$ cat src/rtl/cv32e40p_pkg.sv
`default_nettype none
// ============================================================================
// Module   : cv32e40p_pkg
// Purpose  : Shared types and constants for the fetch aligner.
//            - aligner_state_e : alignment state of the instruction stream
//            - OPCODE_C_MASK   : low-bit pattern that marks a 32-bit opcode
// Revision : 1.0 - initial release
// ============================================================================
package cv32e40p_pkg;

    // ALIGNED           : pc[1]=0, nothing buffered
    // MISALIGNED        : residue holds the halfword located at pc
    // BRANCH_MISALIGNED : branch target has pc[1]=1, lower half of the
    //                     first fetched word is not part of the stream
    typedef enum logic [1:0] {
        ALIGNED           = 2'd0,
        MISALIGNED        = 2'd1,
        BRANCH_MISALIGNED = 2'd2
    } aligner_state_e;

    // Instructions whose two LSBs equal this pattern are 32-bit; anything
    // else is a 16-bit compressed instruction.
    localparam logic [1:0] OPCODE_C_MASK = 2'b11;

endpackage
`default_nettype wire

$ cat src/rtl/cv32e40p_fetch_aligner.sv
`default_nettype none
// ============================================================================
// Module   : cv32e40p_fetch_aligner
// Purpose  : Turns the word-aligned fetch stream from the prefetch buffer
//            into one complete, halfword-aligned instruction per ID
//            handshake. Compressed instructions are zero-extended, 32-bit
//            instructions crossing a word boundary are stitched from a
//            buffered upper halfword (residue) and the next fetch word.
// Ports    :
//   clk                 in   core clock
//   rst_n               in   asynchronous active-low reset
//   fetch_valid_i       in   prefetch word valid
//   fetch_ready_o       out  fetch word is popped this cycle
//   fetch_rdata_i[31:0] in   fetch word, [15:0] is the lower address
//   id_ready_i          in   ID stage accepts the instruction
//   instr_valid_o       out  complete instruction available
//   instr_aligned_o     out  instruction ({16'h0, c} when compressed)
//   instr_compressed_o  out  instruction is 16-bit
//   pc_o[31:0]          out  address of instr_aligned_o
//   branch_i            in   redirect request
//   branch_addr_i[31:0] in   redirect target (bit 0 always 0)
// Revision : 1.0 - initial release
// ============================================================================
module cv32e40p_fetch_aligner
    import cv32e40p_pkg::*;
(
    input  logic        clk,
    input  logic        rst_n,

    input  logic        fetch_valid_i,
    output logic        fetch_ready_o,
    input  logic [31:0] fetch_rdata_i,

    input  logic        id_ready_i,
    output logic        instr_valid_o,
    output logic [31:0] instr_aligned_o,
    output logic        instr_compressed_o,
    output logic [31:0] pc_o,

    input  logic        branch_i,
    input  logic [31:0] branch_addr_i
);

    // ------------------------------------------------------------------
    // Helpers
    // ------------------------------------------------------------------
    function automatic logic is_compressed(input logic [15:0] half);
        return (half[1:0] != OPCODE_C_MASK);
    endfunction

    // ------------------------------------------------------------------
    // State
    // ------------------------------------------------------------------
    aligner_state_e state_q, state_d;
    logic [15:0]    residue_q, residue_d;
    logic [31:0]    pc_q, pc_d;

    // Ungated instruction-side results of the alignment mux
    logic           instr_valid;
    logic           fetch_ready;
    logic [31:0]    instr;
    logic           instr_comp;
    logic           hs;

    logic [15:0]    w_lo;
    logic [15:0]    w_hi;

    assign w_lo = fetch_rdata_i[15:0];
    assign w_hi = fetch_rdata_i[31:16];

    // ------------------------------------------------------------------
    // Alignment mux: what instruction sits at pc and whether the current
    // fetch word is needed to complete it.
    // ------------------------------------------------------------------
    always_comb begin
        instr_valid = 1'b0;
        fetch_ready = 1'b0;
        instr       = 32'h0;
        instr_comp  = 1'b0;

        case (state_q)
            ALIGNED: begin
                instr_valid = fetch_valid_i;
                fetch_ready = id_ready_i;
                if (is_compressed(w_lo)) begin
                    instr      = {16'h0, w_lo};
                    instr_comp = 1'b1;
                end else begin
                    instr      = fetch_rdata_i;
                    instr_comp = 1'b0;
                end
            end

            MISALIGNED: begin
                if (is_compressed(residue_q)) begin
                    // Buffered halfword is a whole instruction on its own;
                    // the fetch word stays in the prefetch buffer.
                    instr_valid = 1'b1;
                    fetch_ready = 1'b0;
                    instr       = {16'h0, residue_q};
                    instr_comp  = 1'b1;
                end else begin
                    // Straddling 32-bit instruction: upper half comes from
                    // the lower half of the next fetch word.
                    instr_valid = fetch_valid_i;
                    fetch_ready = id_ready_i;
                    instr       = {w_lo, residue_q};
                    instr_comp  = 1'b0;
                end
            end

            BRANCH_MISALIGNED: begin
                if (is_compressed(w_hi)) begin
                    instr_valid = fetch_valid_i;
                    fetch_ready = id_ready_i;
                    instr       = {16'h0, w_hi};
                    instr_comp  = 1'b1;
                end else begin
                    // Only the first half of a 32-bit instruction is in
                    // this word: pop it into the residue without emitting.
                    instr_valid = 1'b0;
                    fetch_ready = fetch_valid_i;
                    instr       = 32'h0;
                    instr_comp  = 1'b0;
                end
            end

            default: begin
                instr_valid = 1'b0;
                fetch_ready = 1'b0;
                instr       = 32'h0;
                instr_comp  = 1'b0;
            end
        endcase
    end

    assign hs = instr_valid && id_ready_i;

    // ------------------------------------------------------------------
    // Next-state logic
    // ------------------------------------------------------------------
    always_comb begin
        state_d   = state_q;
        residue_d = residue_q;
        pc_d      = pc_q;

        if (branch_i) begin
            // Redirect wins over any handshake or pop in the same cycle
            pc_d      = branch_addr_i;
            residue_d = 16'h0;
            state_d   = branch_addr_i[1] ? BRANCH_MISALIGNED : ALIGNED;
        end else begin
            case (state_q)
                ALIGNED: begin
                    if (hs) begin
                        if (is_compressed(w_lo)) begin
                            residue_d = w_hi;
                            state_d   = MISALIGNED;
                            pc_d      = pc_q + 32'd2;
                        end else begin
                            state_d   = ALIGNED;
                            pc_d      = pc_q + 32'd4;
                        end
                    end
                end

                MISALIGNED: begin
                    if (hs) begin
                        if (is_compressed(residue_q)) begin
                            state_d   = ALIGNED;
                            pc_d      = pc_q + 32'd2;
                        end else begin
                            residue_d = w_hi;
                            state_d   = MISALIGNED;
                            pc_d      = pc_q + 32'd4;
                        end
                    end
                end

                BRANCH_MISALIGNED: begin
                    if (is_compressed(w_hi)) begin
                        if (hs) begin
                            state_d = ALIGNED;
                            pc_d    = pc_q + 32'd2;
                        end
                    end else if (fetch_valid_i) begin
                        // Silent pop: pc still points at the buffered half
                        residue_d = w_hi;
                        state_d   = MISALIGNED;
                    end
                end

                default: begin
                    state_d = ALIGNED;
                end
            endcase
        end
    end

    // ------------------------------------------------------------------
    // Registers
    // ------------------------------------------------------------------
    always_ff @(posedge clk or negedge rst_n) begin
        if (!rst_n) begin
            state_q   <= ALIGNED;
            residue_q <= 16'h0;
            pc_q      <= 32'h0;
        end else begin
            state_q   <= state_d;
            residue_q <= residue_d;
            pc_q      <= pc_d;
        end
    end

    // ------------------------------------------------------------------
    // Outputs. Reset is folded in combinationally so handshakes drop in
    // the very cycle reset asserts, not only after the registers clear.
    // ------------------------------------------------------------------
    assign instr_valid_o      = rst_n && !branch_i && instr_valid;
    assign fetch_ready_o      = rst_n && !branch_i && fetch_ready;
    assign instr_aligned_o    = rst_n ? instr : 32'h0;
    assign instr_compressed_o = rst_n && instr_comp;
    assign pc_o               = rst_n ? pc_q : 32'h0;

endmodule
`default_nettype wire
$ cat config.mk
export PLATFORM = sky130hd
export DESIGN_NAME = cv32e40p_fetch_aligner
export DESIGN_NICKNAME = d
export VERILOG_FILES = /design/src/rtl/cv32e40p_pkg.sv /design/src/rtl/cv32e40p_fetch_aligner.sv
export SDC_FILE = /design/constraint.sdc
export NUM_CORES = 1
export LEC_CHECK = 0
export CAP_MARGIN = 10
export CORE_UTILIZATION = 45
export DETAILED_ROUTE_END_ITERATION = 8
export GPL_TIMING_DRIVEN = 0
export PLACE_DENSITY = 0.91
export REMOVE_ABC_BUFFERS = 1
export SETUP_SLACK_MARGIN = 0.05
export SYNTH_ARGS = -nofsm -noshare
export SYNTH_HDL_FRONTEND = slang
export SYNTH_SLANG_ARGS = --single-unit
$ cat constraint.sdc
create_clock -name clk -period 3.18 [get_ports clk]
set_input_delay 0.477 -clock clk [delete_from_list [all_inputs] [get_ports clk]]
set_output_delay 0.477 -clock clk [all_outputs]
set_load 0.02 [all_outputs]
==> flow_summary_export.csv <==
group,metric,value,unit
final_layout,final_cell_mix,"129 x clkdlybuf4s50_1, 80 x nand2_1, 62 x nor2_1",
setup_path,reg2reg_to,"pc_q[29]",
die,coreArea,0.00876,mm2
sta,max_freq,324,MHz
detailed_routing,drt-total-wl,14300,um
synth,syn-mean-instance-area,7.42,um2
synth,ys.flop_type,"dfrtp_1",
pwr,leakagePower,2.18,nW
synth,ys_seq_area_share,30.6,%
synth,synth_area,0.00409,mm2
placed_design,place.gp.congestion,0.998,
setup_path,cp_num_buf_inv,2,
sta,final-hold-violation-count,0,
setup_path,crit_family,"buffers and inverters",
sta,drv_slew,0,
synth,ys_warn_count,0,
die,die_h,97.3,um
placed_design,port_buffers,135,
setup_path,worst-endpoint-arrival,2.61,ns
synth,async_flop_share,100,%
sta,setup_viol,0,
global_route,grt_pass1_wl,22800,um
sta,grt_setup_unrepaired,"false",
die,start_util,46.6,%
setup_path,rr_worst_depth,8,
final_layout,area_growth,38.5,%
synth,synth_area_leaders,"dfrtp_1 31%, nand2_1 7.3%, nor2_1 5.7%",
setup_path,path_class,"register to primary output",
global_route,grt_pass1_vias,4637,
flow_run,cap_violations,0,
detailed_routing,ant_nets,0,
detailed_routing,wl_per_cell,18.6,um
setup_path,endpoint,"instr_aligned_o[17]",
placed_design,dp_hpwl,9610,um
synth,synth_top_area_cell,"dfrtp_1",
sta,tightest_slew,1.12,ns
setup_path,cp_cell_sequence,"inv_1 -> ha_4 -> and3_4 -> a31oi_1 -> nor3b_1 -> clkdlybuf4s50_1",
worst_hold_path,hp-class,"input pin to asynchronous set/reset pin",
setup_path,critPathMaxFanout,24,
global_route,grt_usage,28.8,%
die,row_count,34,
detailed_routing,vias_per_cell,6.59,
pwr,power,2.50,mW
final_layout,nets,732,
setup_path,cp-startpoint,"state_q[1]",
final_layout,diodes,0,
die,die_w,97.3,um
global_route,grt_max_degree,84,
setup_path,critPathRequiredTime,2.70,ns
synth,yosysUniqueCellTypes,65,
clocking,cts_tree,"done",
run_status,status,"complete, no violations",
sta,skew,0.0121,ns
setup_path,max_stage_delay,0.65,ns
clocking,clock_sinks,50,
setup_path,r2r-start,"state_q[0]",
clocking,root_buffer,"clkbuf_8",
synth,synthCells,551,
clocking,clockBufferDepth,2,
synth,ys_seq_elements,50,
setup_path,endpoint_kind,"primary output",
clocking,hold_buffers,0,
global_route,overflow,0,
sta,fin_hold_ws,0.149,ns
detailed_routing,via_count,5046,
pwr,powerDensity,442,mW/mm2
clocking,htree_levels,2,
setup_path,crit_cells,6,
detailed_routing,drc,0,
detailed_routing,dr.pass1.iters,9,
final_layout,drive_gt1_share,6.08,%
final_layout,final_common_cell,"clkdlybuf4s50_1",
synth,yosys.area.top_type_share,30.6,%
setup_path,start_kind,"register",
clocking,clk_latency,0.32,ns
clocking,cts_made_buffers,5,
die,ios,136,
global_route,antenna_found_initial,0,
setup_path,r2r_slack,0.26,ns
sta,fin_crit_sh,96.9,%
detailed_routing,drt_iter0_markers,947,
die,die-area,0.00947,mm2
sta,period_minus_slack,3.08,ns
setup_path,crit_slowest_cell,"clkdlybuf4s50_1",
synth,synth_edf_count,0,
pwr,ir_drop,0.297,mV
sta,max_slew_margin,25.0,%
clocking,cts.reportedPaths.clkPinSlew,0.10,ns
==> registers in the layout (all words and copies together), names as in the netlist <==
register,flops
pc_q,32
state_q,2
residue_q,16
==> timing repair <==
action                     4_1_cts  5_1_grt
gates resized for setup         10        8
buffers inserted                 3        2
cloned                           0        1
pin swaps                        0        2
setup endpoints to repair       67       39
hold endpoints to repair         0        0
==> power by group <==
group | switching, mW | internal, mW
logic | 0.680 | 0.495
clock network | 0.235 | 0.236
registers | 0.134 | 0.721
total | 1.05 | 1.45
==> kinds of logic (layout without fill, tap and decap cells) <==
| group | after synthesis | count (layout) | synth area share (%) |
|---|---|---|---|
| DFF | 50 | 50 | 30.6 |
| adders and majority gates | 6 | 6 | 1.84 |
| AOI/OAI and AO/OA | 169 | 169 | 29.7 |
| muxes | 2 | 2 | 0.521 |
| buffers and inverters | 60 | 166 | 5.79 |
| and+or+nand+nor | 264 | 265 | 31.6 |
==> cell usage after synthesis, types with 2 or more instances <==
library cell and n:
nand2_1 80, nor2_1 62, dfrtp_1 50, o21ai_0 40
clkbuf_1 37, and2_1 32, a21oi_1 25, nand4_1 17
inv_1 15, nand3_1 15, nor3_1 15, a222oi_1 14
a22oi_1 13, a31oi_1 11, nor4_1 9, and3_1 7
o211ai_1 7, a221oi_1 6, ha_1 6, o31ai_1 5
and4_1 4, nand2b_1 4, o21a_1 4, or2_2 4
a211oi_1 3, a22o_1 3, a2bb2oi_1 3, a311oi_1 3
buf_1 3, buf_2 3, o22ai_1 3, o311ai_0 3
or3_1 3, a211o_1 2, a21o_1 2, a221o_1 2
a32oi_1 2, a41oi_1 2, nand3b_1 2, nand4b_1 2
nor2b_1 2, nor3b_1 2, o221ai_1 2
==> through the flow <==
step	cells	setup TNS, ns	setup slack [ns]	area [um2]	util (%)
after floorplan	507	0	0.0447	3910	-
after global placement	750	-212.92	-3.08	5400	61.6
after detailed placement	752	-19.59	-0.582	5430	62.0
after CTS	763	0	0.00769	5610	64.1
after global routing	766	0	0.0517	5660	64.6
final	766	0	0.0979	5660	64.6
==> worst min-delay path by stage <==
stage,from,endpoint,depth (start not counted)
final,rst_n,pc_q[11],1
after floorplan,rst_n,pc_q[0],0
after CTS,rst_n,pc_q[7],1
after detailed placement,residue_q[15],residue_q[15],2
after global routing,rst_n,pc_q[10],1
after global placement,residue_q[12],residue_q[12],2
==> metal layers <==
layer	vias to the layer above	part of all wire [%]	global-route usage [%]
met4	0	3.7	13.3
li1	2265	-	-
met1	2349	40	40.4
met2	367	46	44.7
met5	-	0	0
met3	65	10	2.88
==> area by class of cell <==
type,instances,area (um2)
clock buffers,5,68.8
multi-input cells,442,2670
clock inverters,3,43.8
repair buffers,142,1430
inverters,16,60.1
well taps,108,135
fillers,726,3100
flip-flops and latches,50,1250
No activity file was read; power rests on OpenSTA's default activity.
